`src/rtl/ahb_master_pkg.sv`:
```
// ahb_master_pkg: AHB encodings, response status codes and FSM states for the command master
package ahb_master_pkg;
   typedef enum logic [1:0] {
      HTRANS_IDLE   = 2'b00,
      HTRANS_BUSY   = 2'b01,
      HTRANS_NONSEQ = 2'b10,
      HTRANS_SEQ    = 2'b11
   } htrans_t;
   typedef enum logic [1:0] {
      HRESP_OKAY  = 2'b00,
      HRESP_ERROR = 2'b01,
      HRESP_RETRY = 2'b10,
      HRESP_SPLIT = 2'b11
   } hresp_t;
   localparam logic [2:0] HBURST_SINGLE = 3'b000;
   typedef enum logic [1:0] {
      ST_OK      = 2'b00,
      ST_ERROR   = 2'b01,
      ST_TIMEOUT = 2'b10,
      ST_RETRY   = 2'b11
   } rsp_status_t;
   typedef enum logic [1:0] {
      S_IDLE = 2'b00,
      S_ADDR = 2'b01,
      S_DATA = 2'b10,
      S_RESP = 2'b11
   } state_t;
endpackage

```
`src/rtl/ahb_uart_cmd_master.sv`:
```
// ahb_uart_cmd_master: turns a valid/ready command stream into single-outstanding AHB SINGLE transfers
module ahb_uart_cmd_master
   import ahb_master_pkg::*;
#(
   parameter int TIMEOUT_CYCLES = 256,
   parameter int MAX_RETRY      = 4,
   parameter int CNT_W          = 9
) (
   input  logic        HCLK,
   input  logic        HRESET,
   input  logic        cmd_valid,
   output logic        cmd_ready,
   input  logic        cmd_write,
   input  logic [31:0] cmd_addr,
   input  logic [2:0]  cmd_size,
   input  logic [31:0] cmd_wdata,
   output logic        rsp_valid,
   input  logic        rsp_ready,
   output logic [31:0] rsp_rdata,
   output logic [1:0]  rsp_status,
   output logic [1:0]  HTRANS,
   output logic [31:0] HADDR,
   output logic        HWRITE,
   output logic [2:0]  HSIZES,
   output logic [2:0]  HBURST,
   output logic        HSELABPif,
   output logic [31:0] HWDATA,
   input  logic        HREADY,
   input  logic [1:0]  HRESP,
   input  logic [31:0] HRDATA
);
   state_t           state_q;
   htrans_t          htrans_q;
   rsp_status_t      status_q, status_nxt;
   hresp_t           resp;
   logic [CNT_W-1:0] wd_q, wd_nxt;
   logic [7:0]       rc_q, rc_nxt;
   logic [31:0]      haddr_q, hwdata_q, wdata_q, rdata_q, rdata_nxt;
   logic [2:0]       hsize_q;
   logic             hwrite_q, hsel_q, cmd_ready_q, rsp_valid_q;
   logic             timeout, retry, finish;

   // SPLIT is handled exactly like RETRY; a timeout wins over any same-cycle response
   always_comb begin
      resp       = hresp_t'(HRESP);
      wd_nxt     = wd_q + CNT_W'(!HREADY);
      rc_nxt     = rc_q + 8'd1;
      timeout    = !HREADY && (wd_nxt == CNT_W'(TIMEOUT_CYCLES));
      retry      = HREADY && (resp == HRESP_RETRY || resp == HRESP_SPLIT);
      finish     = timeout || (HREADY && (!retry || rc_nxt == 8'(MAX_RETRY)));
      status_nxt = timeout ? ST_TIMEOUT : retry ? ST_RETRY : (resp == HRESP_ERROR) ? ST_ERROR : ST_OK;
      rdata_nxt  = (status_nxt == ST_OK && !hwrite_q) ? HRDATA : 32'd0;
   end

   always_ff @(posedge HCLK) begin
      if (HRESET) begin
         state_q     <= S_IDLE;
         htrans_q    <= HTRANS_IDLE;
         status_q    <= ST_OK;
         wd_q        <= '0;
         rc_q        <= '0;
         haddr_q     <= '0;
         hwdata_q    <= '0;
         wdata_q     <= '0;
         rdata_q     <= '0;
         hsize_q     <= '0;
         hwrite_q    <= 1'b0;
         hsel_q      <= 1'b0;
         cmd_ready_q <= 1'b0;
         rsp_valid_q <= 1'b0;
      end else begin
         case (state_q)
            S_IDLE: begin
               cmd_ready_q <= 1'b1;
               if (cmd_valid && cmd_ready_q) begin
                  state_q     <= S_ADDR;
                  cmd_ready_q <= 1'b0;
                  htrans_q    <= HTRANS_NONSEQ;
                  hsel_q      <= 1'b1;
                  haddr_q     <= cmd_addr;
                  hwrite_q    <= cmd_write;
                  hsize_q     <= cmd_size;
                  wdata_q     <= cmd_wdata;
                  rc_q        <= '0;
                  wd_q        <= '0;
               end
            end
            S_ADDR: begin
               if (HREADY) begin
                  state_q  <= S_DATA;
                  htrans_q <= HTRANS_IDLE;
                  hwdata_q <= wdata_q;
               end
            end
            S_DATA: begin
               wd_q <= wd_nxt;
               if (finish) begin
                  state_q     <= S_RESP;
                  hsel_q      <= 1'b0;
                  rsp_valid_q <= 1'b1;
                  status_q    <= status_nxt;
                  rdata_q     <= rdata_nxt;
               end else if (retry) begin
                  state_q  <= S_ADDR;
                  htrans_q <= HTRANS_NONSEQ;
                  rc_q     <= rc_nxt;
                  wd_q     <= '0;
               end
            end
            default: begin
               if (rsp_ready) begin
                  state_q     <= S_IDLE;
                  rsp_valid_q <= 1'b0;
                  cmd_ready_q <= 1'b1;
               end
            end
         endcase
      end
   end

   assign cmd_ready  = cmd_ready_q;
   assign rsp_valid  = rsp_valid_q;
   assign rsp_rdata  = rdata_q;
   assign rsp_status = status_q;
   assign HTRANS     = htrans_q;
   assign HADDR      = haddr_q;
   assign HWRITE     = hwrite_q;
   assign HSIZES     = hsize_q;
   assign HBURST     = HBURST_SINGLE;
   assign HSELABPif  = hsel_q;
   assign HWDATA     = hwdata_q;
endmodule

```
`config.mk`:
```
export PLATFORM = sky130hd
export DESIGN_NAME = ahb_uart_cmd_master
export DESIGN_NICKNAME = d
export VERILOG_FILES = /design/src/rtl/ahb_master_pkg.sv /design/src/rtl/ahb_uart_cmd_master.sv
export SDC_FILE = /design/constraint.sdc
export NUM_CORES = 1
export LEC_CHECK = 0
export ABC_AREA = 1
export BUFFER_PORTS_ARGS = -buffer_cell sky130_fd_sc_hd__buf_2
export CORE_ASPECT_RATIO = 1.1
export CORE_UTILIZATION = 45
export DETAILED_ROUTE_END_ITERATION = 10
export PLACE_DENSITY = 0.77
export SKIP_CTS_REPAIR_TIMING = 1
export SLEW_MARGIN = 25
export SYNTH_ARGS = -nofsm -noshare
export SYNTH_HDL_FRONTEND = slang
export SYNTH_SLANG_ARGS = --single-unit
```
`constraint.sdc`:
```
create_clock -name HCLK -period 1.8 [get_ports HCLK]
set_input_delay 0 -clock HCLK [delete_from_list [all_inputs] [get_ports HCLK]]
set_output_delay 0 -clock HCLK [all_outputs]
set_load 0.01 [all_outputs]
```
==> run metrics, run 1 <==
Die Y 126 µm; via count around 7000; layout cell share with drive strength beyond 1 0.284; Crit path largest cell delay roughly 0.35 ns; final period utilization 1.19; CP cell instances ha_4, ha_4, nand2_2, nor2_4, nand3_1, nand2_1, nand2_1, nand4_4, buf_6, nand3_4, clkbuf_16, nor2_1, nand2_1, a21oi_1; Sink Count 157; Nets about 1300; yosys warns 0; total die area 14500 µm²; Chip Width 115 µm; GPL Wtd Cong around 0.86; Reg-to-Reg End rsp_rdata[15]$_SDFFE_PP0P_; synthesized netlist cell count 877; number of I/O port buffers 212; antenna-violating nets left 0; most frequent cells in the layout nor2_1 (232), buf_2 (212), dfxtp_1 (151), nand2_1 (132); CP top delay family simple AND/OR/NAND/NOR gates; number of antenna violations at the first check in global routing 0; P&R area growth vs syn 55.7%; routed wire length 20700 µm; Hold Fails Final Rpt 0; Worst-path clk slew 0.06 ns; Clock Latency Late Sink 0.42 ns; Peak Freq 465 MHz; pin count of the biggest net entering global routing 109; Data arrival, critical path approximately 2.5 ns; fin. max-slew vios 0; Total Neg Setup Slack -9.78 ns; H-Tree Depth 4; cell area after synthesis ~6300 µm²; CP Max Fanout 11; r2r startpoint wd_q[0]$_SDFFE_PP0P_; Crit Path Category register to register; Routed WL per cell ~15 µm; total CTS buffers 17; Core Footprint roughly 13000 µm²; dpl ws -0.246 ns; most common cell after layout, fill and taps aside nor2_1; DP Area 7830 µm²; post-synth top area share 0.500; max_slew headroom 0.613; Fin Hold WS just over 0.09 ns; Critical Path Source wd_q[0]$_SDFFE_PP0P_; final worst slack -0.351 ns; CTS root buf clkbuf_16; Synth area leaders dfxtp_1 (50%), nor2_1 (14%), o21ai_0 (8.4%); critical path's slowest cell dfxtp_2; outcome finished, violations left; failing checks setup timing; cell area after layout 9790 µm²; # setup viols final 38; floorplan row count 44; hold endpoint rsp_status[1]$_SDFFE_PP0P_; R2R cell count 14; Cells on Worst Hold Path 5; initial core utilization 0.468; sequential fraction of the synthesis area 0.500; PD cells 1180 nW/µm²; first-pass GRT wire length 26300 µm; Distinct cells, synth 27; Tmin final 2.15 ns; Longest Clk Path Bufs 2; max_cap viols 0; leakage power 4.66 nW; TritonRoute pass-1 iters 5; post-synthesis sequential element count 157; CTS tree done; DP Wirelength 10800 µm; VDD IR max roughly 0.77 mV; Residual DRC 0; Max Clock Skew 0.00749 ns; vias in the first global route 5843; Yosys top cell by area dfxtp_1; Critical Path RT 2.15 ns; # IOs 217; total grt overflow 0; Startpoint Class register; FILL cells roughly 930; PnR Total Power 11.6 mW; Worst setup EP type register; Worst Hold Class input port to register; RSZ-0062 raised after global routing true; final antenna diode count 0; Syn Area/Cell 7.17 µm²; most frequent CP cell nand2_1; routed vias/inst 4.95; 1st-iter DRT viols 459; Total GRT Usage 0.228; worst slew pin tran 0.580 ns; flop-to-flop setup slack -0.35 ns; WP buf/inv 2; hold_sp HRESP[1]
## flip-flops by register name, summed over array words and instances (netlist names)
signal and cells:
state_q 2, rsp_valid 1, HWDATA 32, cmd_ready 1
rc_q 8, rsp_status 2, HSELABPif 1, HWRITE 1
HSIZES 3, wdata_q 32, wd_q 9, rsp_rdata 32
HADDR 32, HTRANS 1
## worst reg2reg max path, delay by kind of cell (launching register included)
kind	cells	cell delay [ns]
buf+inv	2	0.33
simple gates	9	0.95
flops	1	0.35
fa+ha+maj	2	0.28
compound gates	1	0.17
## worst max path at each step
| stage | end | slack [ns] | cells past startpoint |
|---|---|---|---|
| 2_1_floorplan | rsp_rdata[22]$_SDFFE_PP0P_ | -0.08 | 10 |
| 3_3_place_gp | rsp_rdata[3]$_SDFFE_PP0P_ | -0.16 | 11 |
| 3_5_place_dp | rsp_rdata[8]$_SDFFE_PP0P_ | -0.25 | 10 |
| 4_1_cts | rsp_rdata[18]$_SDFFE_PP0P_ | -0.28 | 10 |
| 5_1_grt | rsp_rdata[23]$_SDFFE_PP0P_ | -0.48 | 14 |
| 6_report | rsp_rdata[15]$_SDFFE_PP0P_ | -0.35 | 14 |
## power breakdown
group / switching (mW) / internal [mW]
combinational: 1.95 / 1.47
clock: 1.47 / 2.23
sequential: 0.325 / 4.11
total: 3.74 / 7.81
## cells by family after synthesis
family	share of synthesized area
AO/OA/AOI/OAI	0.145
XOR/XNOR	0.00697
adder cells (fa/ha/maj)	0.0139
other	0.000596
flip-flops	0.500
AND/OR/NAND/NOR	0.253
buffers and inverters	0.0800
## cell usage after synthesis (all sizes together)
library cell	number
buf	13
o21bai	1
clkinv	2
conb	1
nand3	15
xnor2	2
inv	69
clkbuf	38
nor3	3
nand4	3
nand2	140
a21oi	70
xor2	3
nor2	242
ha	7
nand3b	2
o21ai	109
dfxtp	157
## final cells by class
| cell class | instances | area [µm²] | share of cell area |
|---|---|---|---|
| Sequential cell | 157 | 3150 | 0.322 |
| Timing Repair Buffer | 370 | 2720 | 0.278 |
| Clock buffer | 19 | 443 | 0.0452 |
| Clock inverter | 13 | 161 | 0.0165 |
| Multi-Input combinational cell | 601 | 2820 | 0.288 |
| Tap cell | 184 | 230 | 0.0235 |
| Inverter | 71 | 269 | 0.0275 |
## routing by layer
layer  up-vias  wire, µm  track usage
li1       3436         -            -
met1      3220      8150        0.261
met2       291     10200        0.391
met3        57      1750       0.0789
met4         0       565       0.0856
met5         -         0            0
## through the flow
| stage | util | cells |
|---|---|---|
| after floorplan | - | 880 |
| after global placement | 0.583 | 1271 |
| after detailed placement | 0.583 | 1271 |
| after CTS | 0.628 | 1303 |
| after global routing | 0.729 | 1415 |
| final | 0.729 | 1415 |
No activity file was read; power rests on OpenSTA's default activity.
==> run 2: changes to the inputs <==
--- a/config.mk
+++ b/config.mk
@@ -10,8 +10,10 @@
 export CORE_ASPECT_RATIO = 1.1
 export CORE_UTILIZATION = 45
 export DETAILED_ROUTE_END_ITERATION = 10
+export GPL_TIMING_DRIVEN = 0
 export PLACE_DENSITY = 0.77
 export SKIP_CTS_REPAIR_TIMING = 1
+export SKIP_LAST_GASP = 1
 export SLEW_MARGIN = 25
 export SYNTH_ARGS = -nofsm -noshare
 export SYNTH_HDL_FRONTEND = slang
==> run 2 against run 1 <==
The flow still finishes with violations (setup timing); critical path depth decreased by 1; clock skew increased by 0.0060 ns; register-to-register slack about the same; largest power group unchanged.
==> run metrics, run 2 (synthesis gave the netlist of run 1 again) <==
CTS tree done; Finished Layout Cells 1416 (+0.071%); P&R area growth vs syn 51.5%; pin count of the biggest net entering global routing 17 (-84%); Fin Hold WS 0.0212 ns (-0.0710 ns); # IOs 217 (unchanged); Critical Path Source wd_q[0]$_SDFFE_PP0P_; Worst setup EP type register; initial core utilization 0.468 (unchanged); dpl ws -0.607 ns (-0.362 ns); Sink Count 157 (unchanged); final period utilization 1.20 (+0.00313); layout cell share with drive strength beyond 1 0.266 (-0.0179); fin util 0.709 (-0.0197); Chip Width 115 µm (unchanged); final worst slack -0.356 ns (-0.00564 ns); CTS root buf clkbuf_16; total die area 14500 µm² (unchanged); worst slew pin tran 0.664 ns (+0.0842 ns); dpl cells 1275 (+0.31%); CP endpoint rsp_rdata[23]$_SDFFE_PP0P_; Clock Latency Late Sink 0.42 ns (about the same); H-Tree Depth 4 (unchanged); total CTS buffers 17 (unchanged); antenna-violating nets left 0 (unchanged); DP Area 7630 µm² (-2.5%); most common cell after layout, fill and taps aside nor2_1; Crit Path Category register to register; flop-to-flop setup slack -0.36 ns (about the same); Residual DRC 0 (unchanged); Longest Clk Path Bufs 2 (unchanged); leakage power 4.50 nW (-3.5%); # setup viols final 72 (+89%); number of antenna violations at the first check in global routing 0 (unchanged); Core Footprint 13400 µm² (unchanged); Tmin final 2.16 ns (+0.00564 ns); failing checks setup timing; Die Y 126 µm (unchanged); R2R cell count 13 (-1); VDD IR max 0.797 mV (+4.1%); Nets 1332 (unchanged); Worst Hold Class input port to register; Peak Freq 464 MHz (-0.26%); Reg-to-Reg End rsp_rdata[23]$_SDFFE_PP0P_; Critical Path RT 2.13 ns (-0.02 ns); RSZ-0062 raised after global routing true; CP Max Fanout 7 (-4); max_slew headroom 0.557 (-0.0561); r2r startpoint wd_q[0]$_SDFFE_PP0P_; max_cap viols 0 (unchanged); cell area after layout 9530 µm² (-2.7%); GPL Wtd Cong 0.834 (-2.6%); Startpoint Class register; via count 7040 (+0.51%); fin. max-slew vios 0 (unchanged); Routed WL per cell 14.8 µm (+0.94%); vias in the first global route 5722 (-2.1%); Worst-path clk slew 0.06 ns (about the same); number of I/O port buffers 211 (-0.47%); routed vias/inst 4.97 (+0.44%); first-pass GRT wire length 26900 µm (+2.2%); Max Clock Skew 0.0135 ns (+0.00598 ns); floorplan row count 44 (unchanged); DP Wirelength 12400 µm (+15%); PD cells 1170 nW/µm² (-1.1%); most frequent cells in the layout nor2_1 (236), buf_2 (213), dfxtp_1 (153), nand2_1 (133), o21ai_0 (105); total grt overflow 0 (unchanged); outcome finished, violations left; TritonRoute pass-1 iters 5 (unchanged); routed wire length 20900 µm (+1.0%); Hold Fails Final Rpt 0 (unchanged); Total GRT Usage 0.238 (+0.00991); Data arrival, critical path 2.49 ns (about the same); 1st-iter DRT viols 370 (-19%)
==> run 2: cell count changes in the layout (fill, tap and decap cells not counted), sizes merged <==
| cell | change |
|---|---|
| clkbuf | +29 |
| clkinv | -3 |
| bufinv | -1 |
| buf | -27 |
| clkinvlp | +3 |
| inv | -2 |
| diode | +1 |
| nor2 | +1 |
==> run 2: power breakdown <==
group          switching, mW  internal [mW]  total [mW]
logic                   1.93           1.24        3.16
registers              0.353           4.11        4.47
clock network           1.41           2.08        3.49
==> run 2: worst max-delay path, cell delays in order (launching register included) <==
cell	delay [ns]
dfxtp_2	0.33
ha_4	0.16
ha_4	0.21
nor2_2	0.09
nand2_1	0.05
nor2_1	0.09
nand2_1	0.07
nor2_2	0.15
nand4_4	0.19
a21oi_4	0.24
buf_12	0.14
buf_4	0.13
nand2_1	0.06
a21oi_1	0.14
==> run 2: how the worst min path moves through the flow <==
stage	slack, ns	to	depth (start not counted)	start
4_1_cts	-0.21	HADDR[21]$_SDFFE_PP0P_	3	cmd_addr[21]
2_1_floorplan	0.13	wdata_q[10]$_SDFFE_PP0P_	2	cmd_wdata[10]
3_3_place_gp	0.22	HADDR[29]$_SDFFE_PP0P_	3	cmd_addr[29]
3_5_place_dp	0.23	wdata_q[29]$_SDFFE_PP0P_	3	cmd_wdata[29]
6_report	0.02	rsp_status[1]$_SDFFE_PP0P_	5	HRESP[1]
5_1_grt	0.09	rsp_status[1]$_SDFFE_PP0P_	5	HRESP[1]
==> run 2: layer usage <==
layer,track usage,wire [µm]
met5,0,0
met4,0.0695,616
met3,0.0929,1760
met2,0.420,10500
met1,0.263,8050
==> run 2: final cells by class <==
cell class	instances	area (µm²)
buffer	50	304
clock inverter	10	115
multi-input combinational	602	2850
tap	184	230
sequential	157	3150
timing repair buffer	319	2150
antenna	1	2.50
fill	994	3900
clock buffer	22	454
inverter	71	270
==> run 2: stage by stage <==
step,total power [mW],setup TNS (ns)
floorplan,6.09,-2.39
global placement,7.09,-50.15
detailed placement,7.13,-54.57
CTS,10.6,-55.74
global route,11.7,-30.32
finish,11.1,-17.29
